## src/rtl/multu_sequencer.sv

```systemverilog
// rtl/multu_sequencer.sv - unsigned shift-add multiply sequencer owning the HI/LO result registers
//
// Purpose: accepts MULTU / MFHI / MFLO / OUT function codes, runs a WIDTH-step
// shift-add multiply under a two-state FSM (IDLE, RUN) and serves HI/LO reads.
//
// Ports:
//   clk        in   rising-edge clock
//   reset      in   asynchronous active-low reset
//   op_valid   in   Signal/dataA/dataB carry an operation this cycle
//   op_ready   out  operation accepted this cycle (high exactly in IDLE)
//   Signal     in   6-bit function code
//   dataA      in   multiplicand (MULTU only)
//   dataB      in   multiplier (MULTU only)
//   busy       out  iteration in progress (RUN)
//   done       out  one-cycle pulse: HI/LO were written on the preceding edge
//   dataOut    out  registered read result
//   out_valid  out  one-cycle pulse: dataOut holds a fresh read result
module multu_sequencer #(
    parameter int WIDTH = 32
) (
    input  logic                 clk,
    input  logic                 reset,
    input  logic                 op_valid,
    output logic                 op_ready,
    input  logic [5:0]           Signal,
    input  logic [WIDTH-1:0]     dataA,
    input  logic [WIDTH-1:0]     dataB,
    output logic                 busy,
    output logic                 done,
    output logic [2*WIDTH-1:0]   dataOut,
    output logic                 out_valid
);

    localparam logic [5:0] FN_MULTU = 6'b011001;
    localparam logic [5:0] FN_MFHI  = 6'b010000;
    localparam logic [5:0] FN_MFLO  = 6'b010010;
    localparam logic [5:0] FN_OUT   = 6'b111111;

    localparam int CNT_W = (WIDTH > 1) ? $clog2(WIDTH) : 1;
    localparam logic [CNT_W-1:0] LAST_STEP = CNT_W'(WIDTH - 1);

    typedef enum logic {
        ST_IDLE = 1'b0,
        ST_RUN  = 1'b1
    } state_t;

    state_t               state_q, state_d;

    logic [2*WIDTH-1:0]   mcand_q, mcand_d;
    logic [WIDTH-1:0]     mplier_q, mplier_d;
    logic [2*WIDTH-1:0]   prod_q, prod_d;
    logic [CNT_W-1:0]     cnt_q, cnt_d;
    logic [WIDTH-1:0]     hi_q, hi_d;
    logic [WIDTH-1:0]     lo_q, lo_d;
    logic [2*WIDTH-1:0]   data_out_q, data_out_d;
    logic                 done_q, done_d;
    logic                 out_valid_q, out_valid_d;

    logic                 accept;
    logic                 last_step;
    logic [2*WIDTH-1:0]   step_sum;

    // Product after this edge's conditional add; on the last step this is
    // the full result that lands in HI/LO.
    assign step_sum  = prod_q + (mplier_q[0] ? mcand_q : '0);
    assign last_step = (state_q == ST_RUN) && (cnt_q == LAST_STEP);
    assign accept    = op_valid && op_ready;

    // ------------------------------------------------------------------
    // FSM: state register
    // ------------------------------------------------------------------
    always_ff @(posedge clk or negedge reset) begin
        if (!reset) begin
            state_q <= ST_IDLE;
        end else begin
            state_q <= state_d;
        end
    end

    // ------------------------------------------------------------------
    // FSM: next-state logic
    // ------------------------------------------------------------------
    always_comb begin
        state_d = state_q;
        case (state_q)
            ST_IDLE: begin
                if (accept && (Signal == FN_MULTU)) begin
                    state_d = ST_RUN;
                end
            end
            ST_RUN: begin
                if (last_step) begin
                    state_d = ST_IDLE;
                end
            end
            default: state_d = ST_IDLE;
        endcase
    end

    // ------------------------------------------------------------------
    // FSM: outputs decoded from state
    // ------------------------------------------------------------------
    always_comb begin
        op_ready = 1'b0;
        busy     = 1'b0;
        case (state_q)
            ST_IDLE: op_ready = 1'b1;
            ST_RUN:  busy     = 1'b1;
            default: op_ready = 1'b0;
        endcase
    end

    // ------------------------------------------------------------------
    // Datapath next-state
    // ------------------------------------------------------------------
    always_comb begin
        mcand_d     = mcand_q;
        mplier_d    = mplier_q;
        prod_d      = prod_q;
        cnt_d       = cnt_q;
        hi_d        = hi_q;
        lo_d        = lo_q;
        data_out_d  = data_out_q;
        done_d      = 1'b0;
        out_valid_d = 1'b0;

        case (state_q)
            ST_IDLE: begin
                if (accept) begin
                    case (Signal)
                        FN_MULTU: begin
                            mcand_d  = {{WIDTH{1'b0}}, dataA};
                            mplier_d = dataB;
                            prod_d   = '0;
                            cnt_d    = '0;
                        end
                        FN_MFHI: begin
                            data_out_d  = {{WIDTH{1'b0}}, hi_q};
                            out_valid_d = 1'b1;
                        end
                        FN_MFLO: begin
                            data_out_d  = {{WIDTH{1'b0}}, lo_q};
                            out_valid_d = 1'b1;
                        end
                        FN_OUT: begin
                            data_out_d  = {hi_q, lo_q};
                            out_valid_d = 1'b1;
                        end
                        // Unrecognised codes are consumed without effect.
                        default: ;
                    endcase
                end
            end
            ST_RUN: begin
                prod_d   = step_sum;
                mcand_d  = mcand_q << 1;
                mplier_d = mplier_q >> 1;
                cnt_d    = cnt_q + 1'b1;
                if (last_step) begin
                    hi_d   = step_sum[2*WIDTH-1:WIDTH];
                    lo_d   = step_sum[WIDTH-1:0];
                    done_d = 1'b1;
                end
            end
            default: ;
        endcase
    end

    // ------------------------------------------------------------------
    // Datapath registers
    // ------------------------------------------------------------------
    always_ff @(posedge clk or negedge reset) begin
        if (!reset) begin
            mcand_q     <= '0;
            mplier_q    <= '0;
            prod_q      <= '0;
            cnt_q       <= '0;
            hi_q        <= '0;
            lo_q        <= '0;
            data_out_q  <= '0;
            done_q      <= 1'b0;
            out_valid_q <= 1'b0;
        end else begin
            mcand_q     <= mcand_d;
            mplier_q    <= mplier_d;
            prod_q      <= prod_d;
            cnt_q       <= cnt_d;
            hi_q        <= hi_d;
            lo_q        <= lo_d;
            data_out_q  <= data_out_d;
            done_q      <= done_d;
            out_valid_q <= out_valid_d;
        end
    end

    assign done      = done_q;
    assign out_valid = out_valid_q;
    assign dataOut   = data_out_q;

endmodule

```

## config.mk

```make
export PLATFORM = sky130hd
export DESIGN_NAME = multu_sequencer
export DESIGN_NICKNAME = d
export VERILOG_FILES = /design/src/rtl/multu_sequencer.sv
export SDC_FILE = /design/constraint.sdc
export NUM_CORES = 1
export LEC_CHECK = 0
export ABC_AREA = 1
export BUFFER_PORTS_ARGS = -buffer_cell sky130_fd_sc_hd__buf_2
export CAP_MARGIN = 30
export CORE_MARGIN = 2
export CORE_UTILIZATION = 60
export DETAILED_ROUTE_END_ITERATION = 7
export HOLD_SLACK_MARGIN = 0.03
export PLACE_DENSITY = 0.8
export REMOVE_ABC_BUFFERS = 1
export SYNTH_ARGS = -nofsm -noshare
export SYNTH_HDL_FRONTEND = slang
export SYNTH_SLANG_ARGS = --single-unit
```

## constraint.sdc

```tcl
create_clock -name clk -period 3.1 [get_ports clk]
set_input_delay 0.465 -clock clk [delete_from_list [all_inputs] [get_ports clk]]
set_output_delay 0.465 -clock clk [all_outputs]
set_load 0.1 [all_outputs]
```

==> results of run 1 <==
metal layers:
layer / track usage / part of all wire / vias up / wire length [um]
li1: - / - / 8430 / -
met1: 0.535 / 0.45 / 8113 / 25000
met2: 0.556 / 0.43 / 743 / 24200
met3: 0.0512 / 0.091 / 112 / 5140
met4: 0.108 / 0.032 / 2 / 1790
met5: 0 / 0.00023 / - / 13
worst max path at each step:
stage                 from  cells after the start       end  slack, ns
6_report       mplier_q[0]                     13  lo_q[17]       0.13
5_1_grt        mplier_q[0]                     15   hi_q[5]      0.003
4_1_cts        mplier_q[0]                     16  hi_q[31]       0.21
3_5_place_dp   mplier_q[0]                     16  hi_q[31]       0.26
3_3_place_gp   mplier_q[0]                     16  hi_q[31]       0.24
2_1_floorplan      state_q                      4  cnt_q[4]      -4.62
power breakdown:
part	total [mW]	leakage [nW]	switching, mW	internal, mW
clock	3.86	0.513	1.65	2.21
combinational	6.21	7.85	4.39	1.82
sequential	5.32	3.74	0.640	4.68
total	15.4	12.1	6.68	8.71
kinds of logic after synthesis:
| family | count (synthesis) |
|---|---|
| AND/OR/NAND/NOR | 1375 |
| buffers and inverters | 628 |
| XOR/XNOR | 31 |
| AO/OA/AOI/OAI | 285 |
| adder cells (fa/ha/maj) | 66 |
| flip-flops | 296 |
cells in the mapped netlist (all sizes together):
cell,count,share of area
nand4,11,0.0038
nand2,1087,0.23
o211ai,23,0.0095
nand3,114,0.033
xnor2,23,0.011
buf,38,0.010
and2,1,0.00034
xor2,8,0.0038
nor4,2,0.0010
o21bai,2,0.00082
and3b,1,0.00048
o22ai,32,0.011
o21ai,102,0.028
a22o,1,0.00048
ha,65,0.045
a21oi,53,0.015
clkinv,1,0.00021
or2,2,0.00069
clkbuf,48,0.010
nand3b,7,0.0029
fa,1,0.0011
nor2,133,0.029
inv,541,0.11
nor3,17,0.0066
dfrtp,296,0.41
a21boi,1,0.00062
o31ai,32,0.013
o221ai,39,0.019
worst max-delay path: cells and delay by family, from the launching register on:
family                     cells  cell delay, ns
DFF                            1            0.53
and+or+nand+nor                7            1.03
buffers and inverters          3            0.20
AOI/OAI and AO/OA              1            0.17
adders and majority gates      1            0.33
xor gates and xnor gates       1            0.53
registers in the layout, indices dropped and copies added (netlist names):
register   cells
mcand_q       64
cnt_q          5
mplier_q      32
dataOut       64
out_valid      1
prod_q        64
done           1
hi_q          32
lo_q          32
state_q        1
stage by stage:
| stage | cells | TNS (ns) | instance area [um2] | worst slack [ns] | hold slack [ns] |
|---|---|---|---|---|---|
| 2_1_floorplan | 2595 | -859.07 | 17900 | -4.62 | 0.169 |
| 3_3_place_gp | 3152 | 0 | 19300 | 0.244 | 0.455 |
| 3_5_place_dp | 3153 | 0 | 19400 | 0.257 | 0.459 |
| 4_1_cts | 3211 | 0 | 20400 | 0.209 | 0.116 |
| 5_1_grt | 3211 | 0 | 20400 | 0.00330 | 0.135 |
| 6_report | 3211 | 0 | 20400 | 0.129 | 0.125 |
what timing repair did:
item | in CTS | in global routing
hold buffers | 1 | 0
endpoints found under the hold margin | 66 | 0
gates resized for setup | 0 | 2
endpoints found under the setup margin | 0 | 2
area by class of cell:
cell class                      instances  share of cell area
Multi-Input combinational cell       1757               0.413
Timing Repair Buffer                  169              0.0492
Tap cell                              390              0.0239
Clock buffer                           45              0.0444
Clock inverter                         12             0.00692
Sequential cell                       296               0.363
Inverter                              542              0.0996
==> results.py, run 1 <==
metrics = {
    "outcome": {
        "outcome": "finished, violations left",
        "violations": "design-rule violations",
    },
    "global_routing": {
        "grt_overflow_total": 0,
        "grt_usage": 0.362,
        "grt_pass1_vias": 16500,
        "grt_pass1_wl_um": 89100,
        "antenna_found_initial": 1,
        "grt_start_max_net_pins": 82,
    },
    "die": {
        "die_width_um": 178,
        "ioPinCount": 141,
        "fp.dieH_um": 178,
        "dieArea_um2": 31800,
        "rows": 63,
        "coreArea_um2": 29800,
        "start_util": 0.612,
    },
    "sta": {
        "worst_pin_slew_ns": 0.836,
        "max_freq_mhz": 337,
        "slew_violations": 0,
        "period_share": 0.959,
        "finalHoldViolations": 0,
        "rsz0062_at_grt": "no",
        "fin_skew_ns": 0.0163,
        "setup_viol": 0,
        "period_needed_ns": 2.97,
        "relSlewSlack": 0.442,
    },
    "setup_path": {
        "crit_chain": "nand2_1 -> inv_1 -> ha_1 -> nand2_1 -> inv_1 -> nand2_1 -> nand2_1 -> inv_1 -> nand3_1 -> nand2_1 -> nand2_1 -> xnor2_1 -> o21ai_0",
        "crit_top_cell": "nand2_1",
        "worstPathMaxFanout": 16,
        "regToRegSetupSlack_ns": 0.13,
        "max_stage_delay_ns": 0.53,
        "cp_slowest_cell": "dfrtp_2",
        "rr_startpoint": "mplier_q[0]",
        "start_kind": "register",
        "crit_arrival_ns": 3.39,
        "critPathKind": "reg -> reg",
        "reg2regPathDepth": 13,
        "critPathCaptureType": "register",
        "r2r-end": "lo_q[17]",
        "required_ns": 3.52,
    },
    "yosys": {
        "synth_top_family_by_area": "simple AND/OR/NAND/NOR gates",
        "muxShareOfSynthArea": 0,
        "synth-seq-cells": 296,
        "synthDistinctLibCells": 40,
        "synth_cells": 2681,
        "synth.avg_cell_area_um2": 6.80,
        "synth-xor-area-share": 0.0149,
        "synth-adder-area-share": 0.0457,
        "yosysWarnings": 0,
        "syn_area_um2": 18200,
        "yosys.area_share.simple": 0.304,
        "ys_seq_area_frac": 0.406,
        "synth-compound-area-share": 0.0972,
    },
    "clocking": {
        "worstSkewPairLatency_ns": 0.59,
        "clk_pin_slew_worst_paths_ns": 0.07,
        "ctsHtreeMaxLevel": 1,
        "cts_tree": "yes",
        "post_cts_buffers": 0,
        "cts-buffers-inserted": 31,
        "cts_buffer_depth": 3,
        "clkSinkCount": 296,
        "cts_root_buf": "clkbuf_16",
    },
    "min_path": {
        "worstHoldStart": "dataA[0]",
        "whs_path_depth": 3,
        "hold_path_class": "in -> reg",
        "hold-path-endpoint": "mcand_q[0]",
    },
    "route": {
        "drc": 1,
        "post_drt_wl_per_cell_um": 17.5,
        "drtPass1Iterations": 8,
        "ant_nets": 0,
        "routed_wl_um": 56200,
        "drtIter0Drc": 1590,
        "via_per_inst": 5.42,
        "via_count": 17400,
    },
    "layout": {
        "post-route-util": 0.686,
        "final_cell_mix": "nand2_1, inv_1, dfrtp_1",
        "area_growth_syn_to_layout_pct": 12.1,
        "fill_cells": 2630,
        "final_nets": 2936,
        "drive_gt1_frac": 0.0989,
        "final_common_cell": "nand2_1",
        "multi_input_area_um2": 8450,
        "antenna_cells": 0,
        "regArea_um2": 7410,
    },
    "job": {
        "maxCapViolCount": 0,
    },
    "pwr": {
        "ir_worst_vdd_mv": 0.638,
        "leakage_nw": 12.1,
        "p_per_area_nw_per_um2": 753,
        "power_mw": 15.4,
    },
    "placement": {
        "dp_hpwl_um": 42300,
        "routabilityCongestion": 0.996,
        "portBuffers": 140,
    },
}
(Power assumes the default switching activity.)
==> run 2: changes to the inputs <==
--- a/config.mk
+++ b/config.mk
@@ -6,6 +6,7 @@
 export NUM_CORES = 1
 export LEC_CHECK = 0
 export ABC_AREA = 1
+export ABC_CLOCK_PERIOD_IN_PS = 2950
 export BUFFER_PORTS_ARGS = -buffer_cell sky130_fd_sc_hd__buf_2
 export CAP_MARGIN = 30
 export CORE_MARGIN = 2
==> constraint.sdc (replaced) <==
create_clock -name clk -period 2.95 [get_ports clk]
set_input_delay 0.7375 -clock clk [delete_from_list [all_inputs] [get_ports clk]]
set_output_delay 0.7375 -clock clk [all_outputs]
set_load 0.1 [all_outputs]
==> results.py, run 2 (synthesized netlist as in run 1, its figures left out) <==
metrics = {
    "pwr": {
        "p_sw_mw": 7.32,
        "ir_worst_vdd_mv": 0.673,
        "pwr-share-seq": 0.333,
        "p_per_area_nw_per_um2": 802,
        "combPwrFrac": 0.439,
        "clockPowerShare": 0.229,
        "leakage_nw": 12.4,
        "intPower_mw": 9.54,
        "switching_share": 0.434,
        "power_mw": 16.9,
    },
    "global_routing": {
        "grt_usage": 0.382,
        "antenna_found_initial": 0,
        "grt_pass1_wl_um": 93200,
        "grt_start_max_net_pins": 82,
        "grt_overflow_total": 0,
        "grt_pass1_vias": 17300,
    },
    "layout": {
        "final_area_um2": 21000,
        "drive_gt1_frac": 0.130,
        "post-route-util": 0.706,
        "final_nets": 2989,
        "final_cell_mix": "nand2_1, inv_1, dfrtp_1",
        "final_common_cell": "nand2_1",
        "stdcell_count": 3259,
        "area_growth_syn_to_layout_pct": 15.4,
        "antenna_cells": 0,
    },
    "die": {
        "start_util": 0.612,
        "die_width_um": 178,
        "ioPinCount": 141,
        "rows": 63,
        "coreArea_um2": 29800,
        "dieArea_um2": 31800,
        "fp.dieH_um": 178,
    },
    "clocking": {
        "clkSinkCount": 296,
        "cts_buffer_depth": 3,
        "ctsHoldBuffers": 0,
        "ctsHtreeMaxLevel": 1,
        "cts-buffers-inserted": 30,
        "cts_root_buf": "clkbuf_16",
        "worstSkewPairLatency_ns": 0.57,
        "clk_pin_slew_worst_paths_ns": 0.07,
        "cts_tree": "yes",
    },
    "route": {
        "routed_wl_um": 59700,
        "drtPass1Iterations": 6,
        "ant_nets": 0,
        "via_count": 17900,
        "drc": 0,
        "drtIter0Drc": 1703,
        "via_per_inst": 5.49,
        "post_drt_wl_per_cell_um": 18.3,
    },
    "setup_path": {
        "rr_startpoint": "mplier_q[0]",
        "critPathCaptureType": "register",
        "required_ns": 3.39,
        "regToRegSetupSlack_ns": 0.07,
        "worstPathMaxFanout": 11,
        "start_kind": "register",
        "crit_arrival_ns": 3.32,
        "critPathKind": "reg -> reg",
        "crit_path_start": "mplier_q[0]",
    },
    "sta": {
        "period_share": 0.976,
        "slew_violations": 0,
        "max_freq_mhz": 347,
        "relSlewSlack": 0.372,
        "period_needed_ns": 2.88,
        "fin_skew_ns": 0.0265,
        "worst_pin_slew_ns": 0.942,
        "setup_viol": 0,
        "holdWs_ns": 0.167,
        "finalHoldViolations": 0,
        "rsz0062_at_grt": "yes",
    },
    "min_path": {
        "hold_path_class": "in -> async",
    },
    "outcome": {
        "outcome": "completed",
    },
    "placement": {
        "portBuffers": 140,
        "placed_cells": 3206,
        "routabilityCongestion": 1.04,
        "dp_hpwl_um": 44900,
        "post_dp_cell_area_um2": 19900,
    },
    "job": {
        "maxCapViolCount": 0,
    },
}
[run 2: timing repair]
item	in CTS	in global routing
resized for setup	0	51
setup endpoints to repair	0	62
buffers inserted	0	2
[run 2: final cells by class]
cell class                 count  area, um2
fill                        2513       8750
multi-input combinational   1757       8620
timing repair buffer         223       1500
inverter                     542       2040
clock buffer                  41        873
tap                          390        488
clock inverter                10        110
sequential                   296       7410
[run 2: path summary, 6_finish.rpt]
path | to | cells past startpoint
setup reg to reg | hi_q[8] | 15
min in group clk | mplier_q[31] | 3
hold reg to reg | dataOut[46] | 2
hold / removal | prod_q[53] | 1
setup / recovery | hi_q[8] | 15
max in group asynchronous | hi_q[1] | 2
[run 2: critical path, stage by stage (launching register included)]
cell      delay (ns)
dfrtp_4         0.56
buf_4           0.21
nand2_1         0.06
inv_1           0.04
ha_1            0.36
nand2_2         0.12
buf_4           0.13
inv_1           0.04
nand2_1         0.05
nand2_1         0.07
a21oi_1         0.26
nand3_2         0.26
nand2_1         0.17
nand3b_1        0.18
nand3_1         0.15
o21ai_0         0.09
[run 2: per-layer routing]
metal | vias up | wire [um] | part of all wire | track usage
li1 | 8544 | - | - | -
met1 | 8384 | 26400 | 0.44 | 0.545
met2 | 824 | 25700 | 0.43 | 0.583
met3 | 139 | 5240 | 0.088 | 0.0656
met4 | 0 | 2410 | 0.040 | 0.147
met5 | - | 0 | 0 | 0
[run 2: power by group through the flow]
stage                     clock, mW  combinational [mW]  sequential, mW
after global routing           4.04                8.09            5.68
after detailed placement          0                7.02            5.63
after CTS                      3.88                7.07            5.58
final                          3.86                7.40            5.61
after floorplan                   0                3.75            6.22
after global placement            0                6.86            5.62
[run 2: per-stage QoR]
step	setup TNS, ns	setup slack [ns]
2_1_floorplan	-903.90	-4.77
3_3_place_gp	0	0.0663
3_5_place_dp	0	0.0337
4_1_cts	0	0.0397
5_1_grt	-0.0366	-0.0108
6_report	0	0.0709
